[src/rtl/wishbone_master_req_pkg.sv]
// ============================================================================
// Module : wishbone_master_req_pkg
// Brief  : Response status codes and FSM state encodings for the WB master.
// Rev    : 1.0  initial release
// ============================================================================
`default_nettype none

package wishbone_master_req_pkg;

  localparam logic [1:0] WB_STATUS_OK      = 2'b00;
  localparam logic [1:0] WB_STATUS_BUS_ERR = 2'b01;
  localparam logic [1:0] WB_STATUS_TIMEOUT = 2'b10;

  localparam logic [1:0] S_IDLE = 2'd0;
  localparam logic [1:0] S_BUS  = 2'd1;
  localparam logic [1:0] S_RESP = 2'd2;

endpackage

`default_nettype wire

[src/rtl/wishbone_master_req_timeout_counter.sv]
// ============================================================================
// Module : wb_timeout_counter
// Brief  : Saturating bus-cycle counter flagging the last permitted BUS cycle.
// Rev    : 1.0  initial release
// ============================================================================
`default_nettype none

module wb_timeout_counter #(
  parameter int TIMEOUT_CYCLES = 1024
) (
  input  logic clk,
  input  logic rst_n,
  input  logic i_clr,
  input  logic i_en,
  output logic o_expired
);

  generate
    if (TIMEOUT_CYCLES > 0) begin : g_timer
      localparam int             CW     = $clog2(TIMEOUT_CYCLES + 1);
      localparam logic [CW-1:0] c_LAST = CW'(TIMEOUT_CYCLES - 1);
      localparam logic [CW-1:0] c_MAX  = CW'(TIMEOUT_CYCLES);
      localparam logic [CW-1:0] c_ONE  = CW'(1);

      logic [CW-1:0] r_count;

      // Saturates instead of wrapping so a stuck enable can never re-arm the abort.
      always_ff @(posedge clk) begin
        if (!rst_n) begin
          r_count <= '0;
        end else if (i_clr) begin
          r_count <= '0;
        end else if (i_en && (r_count != c_MAX)) begin
          r_count <= r_count + c_ONE;
        end
      end

      assign o_expired = i_en && (r_count == c_LAST);
    end else begin : g_no_timer
      assign o_expired = 1'b0;
    end
  endgenerate

endmodule

`default_nettype wire

[src/rtl/wishbone_master_req.sv]
// ============================================================================
// Module : wishbone_master_req
// Brief  : Single-transfer Wishbone classic master with ERR and timeout abort.
// Rev    : 1.0  initial release
// ============================================================================
`default_nettype none

module wishbone_master_req
  import wishbone_master_req_pkg::*;
#(
  parameter int ADDR_W         = 32,
  parameter int DATA_W         = 64,
  parameter int SEL_W          = DATA_W / 8,
  parameter int TIMEOUT_CYCLES = 1024
) (
  input  logic              clk,
  input  logic              rst_n,
  input  logic              req_valid_i,
  output logic              req_ready_o,
  input  logic              req_we_i,
  input  logic [ADDR_W-1:0] req_addr_i,
  input  logic [DATA_W-1:0] req_wdata_i,
  input  logic [SEL_W-1:0]  req_sel_i,
  output logic              rsp_valid_o,
  output logic [1:0]        rsp_status_o,
  output logic [DATA_W-1:0] rsp_rdata_o,
  output logic              busy_o,
  output logic              wb_cyc_o,
  output logic              wb_stb_o,
  output logic              wb_we_o,
  output logic [ADDR_W-1:0] wb_adr_o,
  output logic [DATA_W-1:0] wb_dat_o,
  output logic [SEL_W-1:0]  wb_sel_o,
  input  logic [DATA_W-1:0] wb_dat_i,
  input  logic              wb_ack_i,
  input  logic              wb_err_i
);

  logic [1:0]        r_state;
  logic              r_we;
  logic [ADDR_W-1:0] r_adr;
  logic [DATA_W-1:0] r_dat;
  logic [SEL_W-1:0]  r_sel;
  logic [1:0]        r_status;
  logic [DATA_W-1:0] r_rdata;

  logic w_accept;
  logic w_in_bus;
  logic w_expired;

  assign w_accept = (r_state == S_IDLE) && req_valid_i;
  assign w_in_bus = (r_state == S_BUS);

  wb_timeout_counter #(
    .TIMEOUT_CYCLES (TIMEOUT_CYCLES)
  ) u_timeout (
    .clk       (clk),
    .rst_n     (rst_n),
    .i_clr     (w_accept),
    .i_en      (w_in_bus),
    .o_expired (w_expired)
  );

  always_ff @(posedge clk) begin
    if (!rst_n) begin
      r_state  <= S_IDLE;
      r_we     <= 1'b0;
      r_adr    <= '0;
      r_dat    <= '0;
      r_sel    <= '0;
      r_status <= WB_STATUS_OK;
      r_rdata  <= '0;
    end else begin
      case (r_state)
        S_IDLE: begin
          if (req_valid_i) begin
            r_we    <= req_we_i;
            r_adr   <= req_addr_i;
            r_dat   <= req_wdata_i;
            r_sel   <= req_sel_i;
            r_state <= S_BUS;
          end
        end
        S_BUS: begin
          // ERR takes priority over a simultaneous ACK.
          if (wb_err_i) begin
            r_status <= WB_STATUS_BUS_ERR;
            r_state  <= S_RESP;
          end else if (wb_ack_i) begin
            r_status <= WB_STATUS_OK;
            if (!r_we) begin
              r_rdata <= wb_dat_i;
            end
            r_state <= S_RESP;
          end else if (w_expired) begin
            r_status <= WB_STATUS_TIMEOUT;
            r_state  <= S_RESP;
          end
        end
        S_RESP: begin
          r_state <= S_IDLE;
        end
        default: begin
          r_state <= S_IDLE;
        end
      endcase
    end
  end

  // Handshake and bus-control outputs are pure state decodes, so no input reaches them.
  assign req_ready_o  = (r_state == S_IDLE);
  assign busy_o       = (r_state == S_BUS) || (r_state == S_RESP);
  assign rsp_valid_o  = (r_state == S_RESP);
  assign wb_cyc_o     = w_in_bus;
  assign wb_stb_o     = w_in_bus;
  assign wb_we_o      = r_we;
  assign wb_adr_o     = r_adr;
  assign wb_dat_o     = r_dat;
  assign wb_sel_o     = r_sel;
  assign rsp_status_o = r_status;
  assign rsp_rdata_o  = r_rdata;

endmodule

`default_nettype wire

[config.mk]
export PLATFORM = sky130hd
export DESIGN_NAME = wishbone_master_req
export DESIGN_NICKNAME = d
export VERILOG_FILES = /design/src/rtl/wishbone_master_req_pkg.sv /design/src/rtl/wishbone_master_req_timeout_counter.sv /design/src/rtl/wishbone_master_req.sv
export SDC_FILE = /design/constraint.sdc
export NUM_CORES = 1
export LEC_CHECK = 0
export ABC_AREA = 1
export CAP_MARGIN = 0
export CORE_MARGIN = 5
export CORE_UTILIZATION = 30
export DETAILED_ROUTE_END_ITERATION = 12
export GPL_TIMING_DRIVEN = 0
export PLACE_DENSITY = 0.66
export SKIP_CTS_REPAIR_TIMING = 1
export SLEW_MARGIN = 5
export SYNTH_ARGS = -nofsm -noshare
export SYNTH_HDL_FRONTEND = slang
export SYNTH_SLANG_ARGS = --single-unit
[constraint.sdc]
create_clock -name clk -period 1.7 [get_ports clk]
set_clock_uncertainty 0.2 [all_clocks]
set_input_delay 0.255 -clock clk [delete_from_list [all_inputs] [get_ports clk]]
set_output_delay 0.255 -clock clk [all_outputs]
set_load 0.02 [all_outputs]
==> implementation parameters <==
Parameter                              Value

Clocking
  Clock latency at the later pin of the worst-skew pair ... 0.43 ns
  Number of clock sinks ... 184
  Clock Path Buffers ... 2
  Num CTS Buffers ... 17
  Clock-pin transition on the worst setup and hold timing paths ... 0.08 ns
  Clock tree from TritonCTS ... done
  Master cell of the clock root buffer ... sky130_fd_sc_hd__clkbuf_16
  CTS H-Tree Depth ... 4

Timing
  Setup repair after global routing missed its margin ... yes
  Final slew viol count ... 0
  FMAX ... 574 MHz
  Remaining max-slew budget at the tightest pin ... 68.0%
  Minimum hold slack ... 0.117 ns
  Worst-case setup margin in the final layout ... -0.0425 ns
  Actual slew at the worst max-slew pin ... 0.480 ns
  Number of hold violations in the final report ... 0
  Shortest clock period the worst path allows after layout ... 1.74 ns
  Setup violators final ... 7
  Final clock period utilization by the worst path ... 103%

Job
  Maxcap violations ... 0

Worst setup path
  Crit path launch type ... register
  Worst setup EP type ... register
  Data required time at the worst endpoint ... 1.85 ns
  Reg2reg end ... u_timeout.g_timer.r_count[2]
  Worst EP arrival ... 1.90 ns
  Maximum net fanout on the critical path ... 5
  Flop-to-flop setup slack ... -0.04 ns
  Worst reg2reg path depth ... 9
  Critical Setup Path Class ... reg2reg
  Worst flop-to-flop path startpoint ... u_timeout.g_timer.r_count[0]

Global route
  Antenna violations before repair ... 1
  GR Util All Layers ... 18.0%
  Via count of the first global-routing pass ... 6551
  Remaining Overflow, GRT ... 0
  Maximum number of pins on one net before global-route repair ... 20
  Wire length of the first global-routing pass ... 36800 um

Yosys
  Seq/Total Area, Yosys ... 55.3%
  Cell area after synthesis ... 0.00666 mm2
  Post-synthesis cell count ... 878
  Number of distinct library cells after synthesis ... 23
  FF+latch count, synth ... 184
  Synthesized area per cell ... 7.58 um2
  Post-synthesis net count ... 1057
  Syn. warnings ... 0

Floorplanning
  Starting Density ... 30.5%
  Width of the die ... 159 um
  I/O pin count ... 350
  Row count ... 54
  Area of the core ... 0.0218 mm2
  Area of the die ... 0.0253 mm2
  Height of the die ... 159 um

Layout
  Share of final-layout standard cells stronger than drive strength 1 ... 10.1%
  Final nets ... 1432
  Area of all placed cells without fillers ... 0.0120 mm2
  Relative area change from synthesis to final layout ... 79.9%
  Diode count ... 0
  Finished Layout Cells ... 1546

Placement
  Post-detailed-placement cell area ... 0.0105 mm2
  Number of placed instances with taps included ... 1506
  Number of input and output port buffers inserted ... 348
  Post-DP HPWL ... 18200 um
  Final RePlAce weighted congestion ... 0.827

Power
  Leakage ... 7.13 nW
  Max VDD drop ... 588 uV
  Cell area power density ... 953 mW/mm2
  Internal ... 8.09 mW
  P_sw ... 3.32 mW
  Part of the total power dissipated in sequential elements ... 41.8%
  Net switching fraction of the power ... 29.1%
  Part of the power in the clock network ... 37.5%
  Comb pwr share ... 20.7%

Worst hold path
  Worst Min Path Start ... rst_n
  Hold-critical path depth ... 3
  Worst Hold Endpoint ... r_state[1]
  Hold/Removal Path Class ... in2reg

Route
  Number of iterations in the first detailed-routing pass ... 5
  Post-DR wirelength/cell ... 16.1 um
  Overall via count from detail_route ... 7051
  Total wire length ... 24900 um
  Number of nets with antenna violations after routing ... 0
  Detailed-route DRC error count ... 0
  DRC violation total after the first TritonRoute iteration ... 306
  Average via count per standard cell ... 4.56

Run status
  Violations in the final reports ... negative setup slack
  Status ... complete, but fails checks
[Yosys cell counts]
master                     count  area, um2
sky130_fd_sc_hd__o21ai_0     157        786
sky130_fd_sc_hd__clkinv_1      1       3.75
sky130_fd_sc_hd__xor2_1        4       35.0
sky130_fd_sc_hd__xnor2_1       2       17.5
sky130_fd_sc_hd__nor3_1        1       5.00
sky130_fd_sc_hd__nand2_2       2       12.5
sky130_fd_sc_hd__nand4_1       3       18.8
sky130_fd_sc_hd__buf_6         1       11.3
sky130_fd_sc_hd__o21ai_1      13       65.1
sky130_fd_sc_hd__a21oi_2       1       8.76
sky130_fd_sc_hd__dfxtp_1     184       3680
sky130_fd_sc_hd__buf_2         9       45.0
sky130_fd_sc_hd__nor2_1      354       1330
sky130_fd_sc_hd__buf_4         1       7.51
sky130_fd_sc_hd__nand2_1      47        176
sky130_fd_sc_hd__inv_1        14       52.6
sky130_fd_sc_hd__inv_2         2       7.51
sky130_fd_sc_hd__or2_1         1       6.26
sky130_fd_sc_hd__nor2_2        1       6.26
sky130_fd_sc_hd__nand3_1      14       70.1
sky130_fd_sc_hd__a21oi_1      14       70.1
sky130_fd_sc_hd__clkbuf_1     47        176
sky130_fd_sc_hd__ha_1          5       62.6
[worst max-delay path, stage by stage (launching register included)]
cell and delay [ns]:
sky130_fd_sc_hd__dfxtp_4 0.38, sky130_fd_sc_hd__inv_4 0.07, sky130_fd_sc_hd__ha_4 0.13, sky130_fd_sc_hd__nand2_4 0.05
sky130_fd_sc_hd__nor3_4 0.26, sky130_fd_sc_hd__nand2_2 0.13, sky130_fd_sc_hd__nand2_4 0.12, sky130_fd_sc_hd__buf_8 0.14
sky130_fd_sc_hd__nand2_2 0.06, sky130_fd_sc_hd__a21oi_2 0.14
[registers in the layout, summed over array words and instances, names as in the netlist]
signal                     cells
rsp_rdata_o                   64
wb_dat_o                      64
wb_adr_o                      32
u_timeout.g_timer.r_count     11
wb_sel_o                       8
r_state                        2
rsp_status_o                   2
wb_we_o                        1
[how the worst max path moves through the flow]
stage,from,end,slack (ns)
3_3_place_gp,wb_err_i,rsp_rdata_o[57],-0.64
2_1_floorplan,r_state[1],rsp_rdata_o[10],-0.02
4_1_cts,r_state[1],wb_stb_o,-0.64
6_report,u_timeout.g_timer.r_count[0],u_timeout.g_timer.r_count[2],-0.04
3_5_place_dp,wb_err_i,rsp_rdata_o[57],-0.63
5_1_grt,u_timeout.g_timer.r_count[0],u_timeout.g_timer.r_count[2],-0.09
[power groups by stage]
stage	clock network, mW	logic, mW	registers, mW
after floorplan	0	0.660	5.23
after global placement	0	2.27	4.86
after detailed placement	0	2.28	4.87
after CTS	4.40	2.29	4.77
after global routing	4.56	2.56	4.81
final	4.28	2.37	4.77
[cell usage in the layout, fill, tap and decap left out, types with 11 or more instances in the layout]
| master | count |
|---|---|
| sky130_fd_sc_hd__buf_4 | 11 |
| sky130_fd_sc_hd__clkbuf_1 | 20 |
| sky130_fd_sc_hd__clkbuf_16 | 17 |
| sky130_fd_sc_hd__clkbuf_2 | 13 |
| sky130_fd_sc_hd__clkdlybuf4s50_1 | 172 |
| sky130_fd_sc_hd__dfxtp_1 | 179 |
| sky130_fd_sc_hd__dlymetal6s2s_1 | 171 |
| sky130_fd_sc_hd__nand2_1 | 36 |
| sky130_fd_sc_hd__nand3_1 | 13 |
| sky130_fd_sc_hd__nor2_1 | 353 |
| sky130_fd_sc_hd__o21ai_0 | 104 |
| sky130_fd_sc_hd__o21ai_1 | 65 |
[layout make-up]
type	count	area [um2]
plain buffers	58	348
clock buffers	18	439
clock inverters	14	205
fillers	2031	9850
inverters	17	78.8
multi-input cells	620	2870
flip-flops and latches	184	3700
well taps	280	350
repair buffers	355	3990
[per-stage QoR]
stage / setup TNS (ns) / total power [mW] / util [%] / worst slack [ns]
6_report: -0.128 / 11.4 / 54.9 / -0.0425
3_3_place_gp: -80.39 / 7.13 / 48.1 / -0.642
2_1_floorplan: -1.23 / 5.89 / - / -0.0206
4_1_cts: -96.78 / 11.5 / 51.0 / -0.645
3_5_place_dp: -81.23 / 7.16 / 48.1 / -0.625
5_1_grt: -2.84 / 11.9 / 54.9 / -0.0902
[routing by layer]
| layer | vias up | GRT usage, % | wire length [um] |
|---|---|---|---|
| met5 | - | 0 | 7 |
| met4 | 2 | 5.20 | 437 |
| met3 | 29 | 6.45 | 1890 |
| met2 | 235 | 31.1 | 12500 |
| met1 | 3221 | 21.0 | 10000 |
| li1 | 3564 | - | - |
[cells by family after synthesis]
group                    count (synthesis)  synth area share (%)
AO/OA/AOI/OAI                          185                  14.0
XOR/XNOR                                 6                 0.789
adder cells (fa/ha/maj)                  5                 0.940
buffers and inverters                   75                  4.57
flip-flops                             184                  55.3
AND/OR/NAND/NOR                        423                  24.4
Power figures use the tool's default switching activity.
